$ cat src/rtl/overcooked_pkg.sv
// Shared arena constants, wall encoding and locator state encoding.
package overcooked_pkg;

    localparam int unsigned COORD_W  = 10;
    localparam logic [COORD_W-1:0] NONE = '1;

    localparam int unsigned TILE     = 40;
    localparam int unsigned LEFT_X   = 40;
    localparam int unsigned RIGHT_X  = 600;
    localparam int unsigned TOP_Y    = 100;
    localparam int unsigned BOTTOM_Y = 460;

    typedef enum logic [1:0] {
        LEFT   = 2'b00,
        RIGHT  = 2'b01,
        TOP    = 2'b10,
        BOTTOM = 2'b11
    } wall_e;

    typedef enum logic [2:0] {
        S_IDLE,
        S_LOAD,
        S_SNAP,
        S_WRITE,
        S_DONE
    } loc_state_e;

    // Top and bottom walls run along X; left and right walls run along Y.
    function automatic logic along_x(input wall_e w);
        return (w == TOP) || (w == BOTTOM);
    endfunction

endpackage

$ cat src/rtl/counter_locator_if.sv
// Player-position inputs and per-player counter results of the locator.
interface counter_locator_if #(
    parameter int unsigned NUM_PLAYERS = 2,
    parameter int unsigned COORD_W     = overcooked_pkg::COORD_W
);

    logic                                  frame_start;
    logic [NUM_PLAYERS-1:0][COORD_W-1:0]   penguinX;
    logic [NUM_PLAYERS-1:0][COORD_W-1:0]   penguinY;
    logic [NUM_PLAYERS-1:0]                touchingWallFlag;
    logic [NUM_PLAYERS-1:0][1:0]           wallIndex;

    logic [NUM_PLAYERS-1:0][COORD_W-1:0]   nearestCounterX;
    logic [NUM_PLAYERS-1:0][COORD_W-1:0]   nearestCounterY;
    logic [NUM_PLAYERS-1:0]                counter_valid;
    logic                                  busy;
    logic                                  done;
    logic                                  overrun;

    modport master (
        output frame_start, penguinX, penguinY, touchingWallFlag, wallIndex,
        input  nearestCounterX, nearestCounterY, counter_valid, busy, done, overrun
    );

    modport slave (
        input  frame_start, penguinX, penguinY, touchingWallFlag, wallIndex,
        output nearestCounterX, nearestCounterY, counter_valid, busy, done, overrun
    );

endinterface

$ cat src/rtl/tile_snap.sv
// Clamps a wall coordinate into the counter run and snaps it to the centre of
// its tile by repeated subtraction, one tile per cycle.
module tile_snap #(
    parameter int unsigned COORD_W = overcooked_pkg::COORD_W,
    parameter int unsigned TILE    = overcooked_pkg::TILE
) (
    input  logic               Clk,
    input  logic               Reset,
    input  logic               start,
    input  logic [COORD_W-1:0] p,
    input  logic [COORD_W-1:0] origin,
    input  logic [COORD_W-1:0] end_pt,
    output logic [COORD_W-1:0] result,
    output logic               ready
);

    // One spare bit so base+TILE/2 and end-1 never wrap.
    localparam int unsigned AW = COORD_W + 1;

    logic [AW-1:0] p_w;
    logic [AW-1:0] org_w;
    logic [AW-1:0] end_w;
    logic [AW-1:0] clamp_c;
    logic [AW-1:0] r0_c;
    logic [AW-1:0] r_q;
    logic [AW-1:0] base_q;
    logic [AW-1:0] r_dec_c;
    logic [AW-1:0] base_inc_c;

    // Clamp into [origin, end-1] and compute the next subtract step.
    always_comb begin
        p_w        = AW'(p);
        org_w      = AW'(origin);
        end_w      = AW'(end_pt);
        clamp_c    = p_w;
        if (p_w < org_w) begin
            clamp_c = org_w;
        end else if (p_w >= end_w) begin
            clamp_c = end_w - AW'(1);
        end
        r0_c       = clamp_c - org_w;
        r_dec_c    = r_q - AW'(TILE);
        base_inc_c = base_q + AW'(TILE);
    end

    // ready mirrors (r < TILE); result is precomputed so both are registered.
    always_ff @(posedge Clk or posedge Reset) begin
        if (Reset) begin
            r_q    <= '0;
            base_q <= '0;
            ready  <= 1'b1;
            result <= '0;
        end else if (start) begin
            r_q    <= r0_c;
            base_q <= org_w;
            ready  <= (r0_c < AW'(TILE));
            result <= COORD_W'(org_w + AW'(TILE / 2));
        end else if (!ready) begin
            r_q    <= r_dec_c;
            base_q <= base_inc_c;
            ready  <= (r_dec_c < AW'(TILE));
            result <= COORD_W'(base_inc_c + AW'(TILE / 2));
        end
    end

endmodule

$ cat src/rtl/counter_locator.sv
// Once per frame, resolves the facing counter tile centre for every player
// through one shared tile_snap and publishes registered per-player results.
module counter_locator #(
    parameter int unsigned NUM_PLAYERS = 2,
    parameter int unsigned COORD_W     = overcooked_pkg::COORD_W,
    parameter int unsigned TILE        = overcooked_pkg::TILE,
    parameter int unsigned LEFT_X      = overcooked_pkg::LEFT_X,
    parameter int unsigned RIGHT_X     = overcooked_pkg::RIGHT_X,
    parameter int unsigned TOP_Y       = overcooked_pkg::TOP_Y,
    parameter int unsigned BOTTOM_Y    = overcooked_pkg::BOTTOM_Y
) (
    input  logic             Clk,
    input  logic             Reset,
    counter_locator_if.slave bus
);

    import overcooked_pkg::*;

    localparam int unsigned IDX_W = (NUM_PLAYERS > 1) ? $clog2(NUM_PLAYERS) : 1;
    localparam logic [COORD_W-1:0] NO_COUNTER = '1;

    loc_state_e                            state;
    logic [IDX_W-1:0]                      idx;

    logic [NUM_PLAYERS-1:0][COORD_W-1:0]   px_q;
    logic [NUM_PLAYERS-1:0][COORD_W-1:0]   py_q;
    logic [NUM_PLAYERS-1:0]                touch_q;
    logic [NUM_PLAYERS-1:0][1:0]           wall_q;

    logic [NUM_PLAYERS-1:0][COORD_W-1:0]   res_x;
    logic [NUM_PLAYERS-1:0][COORD_W-1:0]   res_y;
    logic [NUM_PLAYERS-1:0]                valid_q;
    logic                                  busy_q;
    logic                                  done_q;
    logic                                  overrun_q;

    wall_e                                 cur_wall_c;
    logic                                  along_x_c;
    logic                                  snap_start_c;
    logic [COORD_W-1:0]                    snap_p_c;
    logic [COORD_W-1:0]                    snap_org_c;
    logic [COORD_W-1:0]                    snap_end_c;
    logic [COORD_W-1:0]                    fixed_c;
    logic [COORD_W-1:0]                    wr_x_c;
    logic [COORD_W-1:0]                    wr_y_c;
    logic [COORD_W-1:0]                    snap_result;
    logic                                  snap_ready;

    // Per-player selection of the along-wall coordinate, its run and the fixed axis.
    always_comb begin
        cur_wall_c   = wall_e'(wall_q[idx]);
        along_x_c    = along_x(cur_wall_c);
        snap_p_c     = along_x_c ? px_q[idx] : py_q[idx];
        snap_org_c   = along_x_c ? COORD_W'(LEFT_X)  : COORD_W'(TOP_Y);
        snap_end_c   = along_x_c ? COORD_W'(RIGHT_X) : COORD_W'(BOTTOM_Y);
        snap_start_c = (state == S_LOAD) && touch_q[idx];

        fixed_c = COORD_W'(LEFT_X);
        case (cur_wall_c)
            LEFT:    fixed_c = COORD_W'(LEFT_X);
            RIGHT:   fixed_c = COORD_W'(RIGHT_X);
            TOP:     fixed_c = COORD_W'(TOP_Y);
            BOTTOM:  fixed_c = COORD_W'(BOTTOM_Y);
            default: fixed_c = COORD_W'(LEFT_X);
        endcase

        wr_x_c = NO_COUNTER;
        wr_y_c = NO_COUNTER;
        if (touch_q[idx]) begin
            if (along_x_c) begin
                wr_x_c = snap_result;
                wr_y_c = fixed_c;
            end else begin
                wr_x_c = fixed_c;
                wr_y_c = snap_result;
            end
        end
    end

    tile_snap #(
        .COORD_W (COORD_W),
        .TILE    (TILE)
    ) u_snap (
        .Clk     (Clk),
        .Reset   (Reset),
        .start   (snap_start_c),
        .p       (snap_p_c),
        .origin  (snap_org_c),
        .end_pt  (snap_end_c),
        .result  (snap_result),
        .ready   (snap_ready)
    );

    // Pass sequencer: snapshot, per-player load/snap/write, then done pulse.
    always_ff @(posedge Clk or posedge Reset) begin
        if (Reset) begin
            state     <= S_IDLE;
            idx       <= '0;
            px_q      <= '0;
            py_q      <= '0;
            touch_q   <= '0;
            wall_q    <= '0;
            res_x     <= {NUM_PLAYERS{NO_COUNTER}};
            res_y     <= {NUM_PLAYERS{NO_COUNTER}};
            valid_q   <= '0;
            busy_q    <= 1'b0;
            done_q    <= 1'b0;
            overrun_q <= 1'b0;
        end else begin
            done_q    <= 1'b0;
            overrun_q <= bus.frame_start && (state != S_IDLE);
            case (state)
                S_IDLE: begin
                    if (bus.frame_start) begin
                        px_q    <= bus.penguinX;
                        py_q    <= bus.penguinY;
                        touch_q <= bus.touchingWallFlag;
                        wall_q  <= bus.wallIndex;
                        valid_q <= '0;
                        idx     <= '0;
                        busy_q  <= 1'b1;
                        state   <= S_LOAD;
                    end
                end
                S_LOAD: begin
                    state <= touch_q[idx] ? S_SNAP : S_WRITE;
                end
                S_SNAP: begin
                    if (snap_ready) begin
                        state <= S_WRITE;
                    end
                end
                S_WRITE: begin
                    res_x[idx]   <= wr_x_c;
                    res_y[idx]   <= wr_y_c;
                    valid_q[idx] <= 1'b1;
                    if (idx == IDX_W'(NUM_PLAYERS - 1)) begin
                        done_q <= 1'b1;
                        state  <= S_DONE;
                    end else begin
                        idx   <= idx + IDX_W'(1);
                        state <= S_LOAD;
                    end
                end
                S_DONE: begin
                    busy_q <= 1'b0;
                    idx    <= '0;
                    state  <= S_IDLE;
                end
                default: begin
                    state <= S_IDLE;
                end
            endcase
        end
    end

    assign bus.nearestCounterX = res_x;
    assign bus.nearestCounterY = res_y;
    assign bus.counter_valid   = valid_q;
    assign bus.busy            = busy_q;
    assign bus.done            = done_q;
    assign bus.overrun         = overrun_q;

endmodule

$ cat src/flat_wrapper.sv
// flat-port wrapper written by rule: the top's interface ports become plain ports
module counter_locator_flat import overcooked_pkg::*;
#(
    parameter int unsigned NUM_PLAYERS = 2,
    parameter int unsigned COORD_W     = overcooked_pkg::COORD_W,
    parameter int unsigned TILE        = overcooked_pkg::TILE,
    parameter int unsigned LEFT_X      = overcooked_pkg::LEFT_X,
    parameter int unsigned RIGHT_X     = overcooked_pkg::RIGHT_X,
    parameter int unsigned TOP_Y       = overcooked_pkg::TOP_Y,
    parameter int unsigned BOTTOM_Y    = overcooked_pkg::BOTTOM_Y
)
  (Clk, Reset, bus_frame_start, bus_penguinX, bus_penguinY, bus_touchingWallFlag, bus_wallIndex, bus_nearestCounterX, bus_nearestCounterY, bus_counter_valid, bus_busy, bus_done, bus_overrun);
  counter_locator_if #(.NUM_PLAYERS(NUM_PLAYERS), .COORD_W(COORD_W)) bus_i ();
  input  logic Clk;
  input  logic Reset;
  input wire logic [$bits(bus_i.frame_start)-1:0] bus_frame_start;
  input wire logic [$bits(bus_i.penguinX)-1:0] bus_penguinX;
  input wire logic [$bits(bus_i.penguinY)-1:0] bus_penguinY;
  input wire logic [$bits(bus_i.touchingWallFlag)-1:0] bus_touchingWallFlag;
  input wire logic [$bits(bus_i.wallIndex)-1:0] bus_wallIndex;
  output wire logic [$bits(bus_i.nearestCounterX)-1:0] bus_nearestCounterX;
  output wire logic [$bits(bus_i.nearestCounterY)-1:0] bus_nearestCounterY;
  output wire logic [$bits(bus_i.counter_valid)-1:0] bus_counter_valid;
  output wire logic [$bits(bus_i.busy)-1:0] bus_busy;
  output wire logic [$bits(bus_i.done)-1:0] bus_done;
  output wire logic [$bits(bus_i.overrun)-1:0] bus_overrun;
  assign bus_i.frame_start = bus_frame_start;
  assign bus_i.penguinX = bus_penguinX;
  assign bus_i.penguinY = bus_penguinY;
  assign bus_i.touchingWallFlag = bus_touchingWallFlag;
  assign bus_i.wallIndex = bus_wallIndex;
  assign bus_nearestCounterX = bus_i.nearestCounterX;
  assign bus_nearestCounterY = bus_i.nearestCounterY;
  assign bus_counter_valid = bus_i.counter_valid;
  assign bus_busy = bus_i.busy;
  assign bus_done = bus_i.done;
  assign bus_overrun = bus_i.overrun;
  counter_locator #(.NUM_PLAYERS(NUM_PLAYERS), .COORD_W(COORD_W), .TILE(TILE), .LEFT_X(LEFT_X), .RIGHT_X(RIGHT_X), .TOP_Y(TOP_Y), .BOTTOM_Y(BOTTOM_Y)) u_core (.Clk(Clk), .Reset(Reset), .bus(bus_i));
endmodule
$ cat config.mk
export PLATFORM = sky130hd
export DESIGN_NAME = counter_locator_flat
export DESIGN_NICKNAME = d
export VERILOG_FILES = /design/src/rtl/overcooked_pkg.sv /design/src/rtl/counter_locator_if.sv /design/src/rtl/tile_snap.sv /design/src/rtl/counter_locator.sv /design/src/flat_wrapper.sv
export SDC_FILE = /design/constraint.sdc
export NUM_CORES = 1
export LEC_CHECK = 0
export CORE_MARGIN = 5
export CORE_UTILIZATION = 60
export DETAILED_ROUTE_END_ITERATION = 10
export PLACE_DENSITY = 0.86
export SKIP_LAST_GASP = 1
export SLEW_MARGIN = 20
export SYNTH_ARGS = -nofsm -noshare
export SYNTH_HDL_FRONTEND = slang
export SYNTH_HIERARCHICAL = 1
export SYNTH_SLANG_ARGS = --single-unit
$ cat constraint.sdc
create_clock -name Clk -period 12.4 [get_ports Clk]
set_input_delay 1.86 -clock Clk [delete_from_list [all_inputs] [get_ports Clk]]
set_output_delay 1.86 -clock Clk [all_outputs]
set_load 0.1 [all_outputs]
==> results of run 1 <==
[logic make-up (layout without fill, tap and decap cells)]
family	count (synthesis)	after routing	synth area share
mux	67	67	0.112
compound gates	171	171	0.151
simple gates	215	215	0.138
flops	124	124	0.442
xor+xnor	37	37	0.0454
buf+inv	76	163	0.0530
other cells	2	27	0.00105
fa+ha+maj	33	33	0.0579
[stage by stage]
stage          cells  worst slack (ns)
6_report         980              6.92
5_1_grt          980              6.38
4_1_cts          980              6.94
3_5_place_dp     949              6.95
3_3_place_gp     949              7.21
2_1_floorplan    750              7.77
[worst max-delay path, cell delays in order (launching register included)]
cell and delay (ns):
dfrtp_1 0.92, mux2i_4 0.69, inv_2 0.29, inv_1 0.14, ha_1 0.26, nand3_1 0.10, a211oi_2 0.07, nor3_2 0.18
and2_4 0.28, nand2_1 0.07, o21ai_0 0.10, nand2_1 0.07, o21ai_0 0.09, ha_1 0.34, and2_1 0.21, nor2_1 0.30
inv_1 0.08, a221oi_1 0.28, o21ai_1 0.18, mux2i_1 0.16, a311o_1 0.34, o41ai_2 0.20
[cells in the final DEF, fill, tap and decap left out, types with 5 or more instances in the layout]
master / n
nand3_1: 7
clkdlybuf4s50_1: 93
inv_1: 31
dfstp_2: 41
nand2_1: 66
mux2i_1: 12
a41oi_1: 7
xnor2_1: 20
nor3_1: 11
conb_1: 27
mux2_1: 8
a211oi_1: 13
clkbuf_16: 21
ha_1: 33
a31oi_1: 5
o21ai_0: 41
a21oi_1: 68
mux2_4: 10
dfrtp_1: 83
a21o_1: 5
nor2b_1: 13
mux2_2: 35
nor2_1: 88
xor2_1: 17
and2_1: 5
[metal layers]
| metal | share of wire | up-vias | GRT usage |
|---|---|---|---|
| li1 | - | 2702 | - |
| met1 | 0.44 | 2734 | 0.344 |
| met2 | 0.49 | 164 | 0.422 |
| met3 | 0.050 | 32 | 0.0578 |
| met4 | 0.018 | 0 | 0.0927 |
| met5 | 0 | - | 0 |
[flip-flops by register name (all words and copies together), names as in the netlist, 2 cells and up]
signal,flops
u_core/py_q,20
u_core/px_q,20
u_core/touch_q,2
u_core/u_snap/base_q,10
u_core/bus.counter_valid,2
u_core/state,3
u_core/u_snap/result,10
u_core/wall_q,4
u_core/bus.nearestCounterY,20
u_core/bus.nearestCounterX,20
u_core/u_snap/r_q,8
[layout make-up]
class,count,area share
Clock buffer,29,0.0682
Sequential cell,124,0.361
Inverter,35,0.0152
Clock inverter,2,0.00158
Tap cell,143,0.0205
Timing Repair Buffer,97,0.110
Multi-Input combinational cell,550,0.424
[final timing paths]
path	from	to	slack [ns]	depth (start not counted)
setup / recovery	u_core/idx$_DFFE_PP0P_	u_core/u_snap/ready$_DFF_PP1_	6.92	21
setup reg to reg	u_core/idx$_DFFE_PP0P_	u_core/u_snap/ready$_DFF_PP1_	6.92	21
hold / removal	u_core/py_q[7]$_DFFE_PP0P_	u_core/py_q[7]$_DFFE_PP0P_	0.48	1
min in group asynchronous	Reset	u_core/px_q[19]$_DFFE_PP0P_	1.81	2
max in group asynchronous	Reset	u_core/py_q[6]$_DFFE_PP0P_	9.37	3
hold reg to reg	u_core/py_q[7]$_DFFE_PP0P_	u_core/py_q[7]$_DFFE_PP0P_	0.48	1
==> flow_summary.ini, run 1 <==
[cts]
cts_made_buffers = 17
cts-resized-gates = 0
cts_sinks = 124
postCtsSetupBuffers = 0
path_clk_slew_ns = 0.05
insertion_delay_ns = 0.41
clk_path_buf_depth = 2
cts_hold_buf = 0
cts_tree = yes
cts_max_level = 4
ctsRootBufferMaster = clkbuf_16

[synth]
synth_edf_count = 0
ys_seq_elements = 124
yosysSeqAreaShare = 0.442
netlist_instances = 725
synth_commonest_cells = nor2_1 (88), dfrtp_1 (83), a21oi_1 (68)
synth_top_area_frac = 0.291
yosys-top-cells-area = dfrtp_1 (29%), dfstp_2 (15%), ha_1 (5.8%), mux2_2 (5.5%), a21oi_1 (4.8%)
yosys_warnings = 6
dominantRegCellSynth = dfrtp_1
avgSynthCellArea_um2 = 9.84
synth_most_common_cell = nor2_1
synth_largest_area_cell = dfrtp_1
async_reset_ff_frac = 1.00
syn-cell-area_um2 = 7130
yosysUniqueCellTypes = 70

[global_routing]
grt_pass1_vias = 5756
grt_pass1_wl_um = 29500
grt_overflow_total = 0
antenna_found_initial = 0
globalRouteTotalUtil = 0.260
grt_max_degree = 75

[timing]
finalSetupTns_ns = 0
fmax_mhz = 183
min_period_ns = 5.48
whs_ns = 0.484
skew_ns = 0.00485
drv_slew = 0
rsz0062_at_grt = no
finalSetupViolCount = 0
relSlewSlack = 0.319
worst_pin_slew_ns = 1.02
fin_crit_sh = 0.442
hold_viol_final = 0

[die]
pin_count = 94
die_h_um = 119
dieWidth_um = 119
num_rows = 39
die-area_um2 = 14200
core_area_um2 = 11500
start_util = 0.619

[setup_path]
critPathLaunchType = flip-flop
crit_path_end_kind = flip-flop
cp.arrival_ns = 5.80
worst-path-max-fanout = 27
required_ns = 12.72
path_class = flip-flop to flip-flop

[cells_and_area]
fillers = 763
nets = 907
area_delta_synth_final_pct = 22.5
design_area_um2 = 8740
drive_above_1_share = 0.166
finish.utilization = 0.759
multiInputGateArea_um2 = 3700
seqCellArea_um2 = 3150
antennaDiodeCount = 0

[placed_design]
port_buffers = 93
gp_congestion = 0.861
postPlaceCellArea_um2 = 8130
dpl.hpwl_um = 12700

[route]
vias = 5632
wl_per_cell_um = 18.3
drc = 0
antenna_left = 0
vias_per_cell = 5.75
drt_iter0_drc = 541
dr.pass1.iters = 7
wl_um = 17900

[worst_hold_path]
hp-class = flip-flop to flip-flop

[run]
maxCapViolations = 0

[outcome]
status = completed
Power of run 1 is not shown: default switching activity piles up to over one toggle a cycle in this logic, so the estimate is an artifact.
==> inputs of run 2 (changes only) <==
Settings changed: CORE_UTILIZATION 60 to 56, PLACE_DENSITY 0.86 to 0.81.
Clock period 12.4 ns to 5.7 ns, I/O delays scaled along.
==> run 2 against run 1 <==
Effect of this change:
- wire length fell by 0.27%
- sequential share of layout area fell by 0.23 points
- sequential cell count did not move
- maximum frequency rose by 10%
- utilization fell by 5.9 points
- clock skew rose by 0.0050 ns
- worst hold slack improved by 0.019 ns
- count of clock-buffer cells in the layout did not move
- die area rose by 6.5%
- cell count rose by 3.3%
- critical path depth fell by 1
==> flow_summary.ini, run 2 (synthesis results as in run 1) <==
[cts]
insertion_delay_ns = 0.42
cts_tree = yes
cts-resized-gates = 0
cts_max_level = 4
cts_made_buffers = 17
path_clk_slew_ns = 0.06
cts_sinks = 124
ctsRootBufferMaster = clkbuf_16
cts_hold_buf = 0
clk_path_buf_depth = 2
postCtsSetupBuffers = 0

[route]
vias_per_cell = 5.68
drc = 0
antenna_left = 0
wl_um = 17900
drt_iter0_drc = 496
dr.pass1.iters = 5
vias = 5745
wl_per_cell_um = 17.6

[die]
core_area_um2 = 12600
die_h_um = 123
die-area_um2 = 15100
num_rows = 41
start_util = 0.568
dieWidth_um = 123
pin_count = 94

[placed_design]
postPlaceCellArea_um2 = 8180
port_buffers = 93
gp_congestion = 0.876
dpl.hpwl_um = 12900
dpl.cell_count = 980

[timing]
drv_slew = 0
fin_crit_sh = 0.873
rsz0062_at_grt = no
relSlewSlack = 0.325
skew_ns = 0.00983
hold_viol_final = 0
worst_pin_slew_ns = 1.01
finalSetupViolCount = 0
finalSetupTns_ns = 0
fmax_mhz = 201
min_period_ns = 4.97

[setup_path]
path_class = flip-flop to flip-flop
crit_path_end_kind = flip-flop
required_ns = 6.02
max_stage_delay_ns = 0.56
rrSetupSlack_ns = 0.73
cp.arrival_ns = 5.30
cp_slowest_cell = mux2i_4
critPathLaunchType = flip-flop
r2r-start = u_core/wall_q[1]$_DFFE_PP0P_
crit_chain = mux2i_4 > inv_2 > inv_1 > ha_1 > a41oi_1 > a211o_1 > and2_4 > nand2_1 > o21ai_0 > nand2_1 > o21ai_0 > ha_1 > and2_1 > nor2_1 > inv_1 > a221oi_1 > o21ai_1 > mux2i_1 > a311o_1 > o41ai_2
worst-path-max-fanout = 20
r2r_cells = 20
r2r_end = u_core/u_snap/ready$_DFF_PP1_

[cells_and_area]
finalNonFillerCells = 1012
final_common_cell = clkdlybuf4s50_1
design_area_um2 = 8790
mostFrequentLayoutCells = clkdlybuf4s50_1 (93), nor2_1 (88), dfrtp_1 (83), a21oi_1 (68), nand2_1 (66)
finish.utilization = 0.700
area_delta_synth_final_pct = 23.3
antennaDiodeCount = 0
fillers = 922
drive_above_1_share = 0.171
nets = 909

[global_routing]
grt_max_degree = 52
antenna_found_initial = 0
grt_pass1_vias = 5984
globalRouteTotalUtil = 0.251
grt_pass1_wl_um = 29600
grt_overflow_total = 0

[worst_hold_path]
worstHoldStart = u_core/py_q[0]$_DFFE_PP0P_
whs_endpoint = u_core/py_q[0]$_DFFE_PP0P_
hp-class = flip-flop to flip-flop
min_delay_path_depth = 1

[outcome]
status = completed

[run]
maxCapViolations = 0
-- run 2: area by class of cell --
class / instances / area (um2) / area share
timing repair buffer: 99 / 976 / 0.111
clock inverter: 3 / 18.8 / 0.00213
multi-input combinational: 550 / 3700 / 0.421
clock buffer: 29 / 594 / 0.0676
tap: 172 / 215 / 0.0245
inverter: 35 / 133 / 0.0151
sequential: 124 / 3150 / 0.359
-- run 2: critical path, delay by kind of cell, from the launching register on --
family                     cells  cell delay (ns)
and+or+nand+nor                5             0.88
DFF                            1             0.48
AOI/OAI and AO/OA              8             1.62
adders and majority gates      2             0.63
muxes                          2             0.71
buffers and inverters          3             0.54
-- run 2: worst max-delay path by stage --
stage,startpoint,cells past startpoint,end,slack (ns)
final,u_core/wall_q[1]$_DFFE_PP0P_,20,u_core/u_snap/ready$_DFF_PP1_,0.73
after CTS,u_core/wall_q[1]$_DFFE_PP0P_,20,u_core/u_snap/ready$_DFF_PP1_,0.79
after global routing,u_core/wall_q[1]$_DFFE_PP0P_,20,u_core/u_snap/ready$_DFF_PP1_,0.38
after detailed placement,u_core/wall_q[1]$_DFFE_PP0P_,20,u_core/u_snap/ready$_DFF_PP1_,0.81
after global placement,u_core/wall_q[1]$_DFFE_PP0P_,21,u_core/u_snap/ready$_DFF_PP1_,1.06
after floorplan,u_core/wall_q[1]$_DFFE_PP0P_,25,u_core/u_snap/ready$_DFF_PP1_,1.07
-- run 2: per-stage QoR --
stage	hold slack [ns]	worst slack (ns)
2_1_floorplan	0.450	1.07
4_1_cts	0.503	0.792
3_5_place_dp	0.491	0.806
3_3_place_gp	0.479	1.06
5_1_grt	0.519	0.380
6_report	0.503	0.725
-- run 2: metal layers --
layer | routed length [um] | GRT usage | vias up
met4 | 540 | 0.105 | 0
li1 | - | - | 2702
met1 | 7750 | 0.325 | 2819
met3 | 833 | 0.0599 | 47
met2 | 8730 | 0.403 | 177
met5 | 0 | 0 | -
Power of run 2 is left out for the same reason.
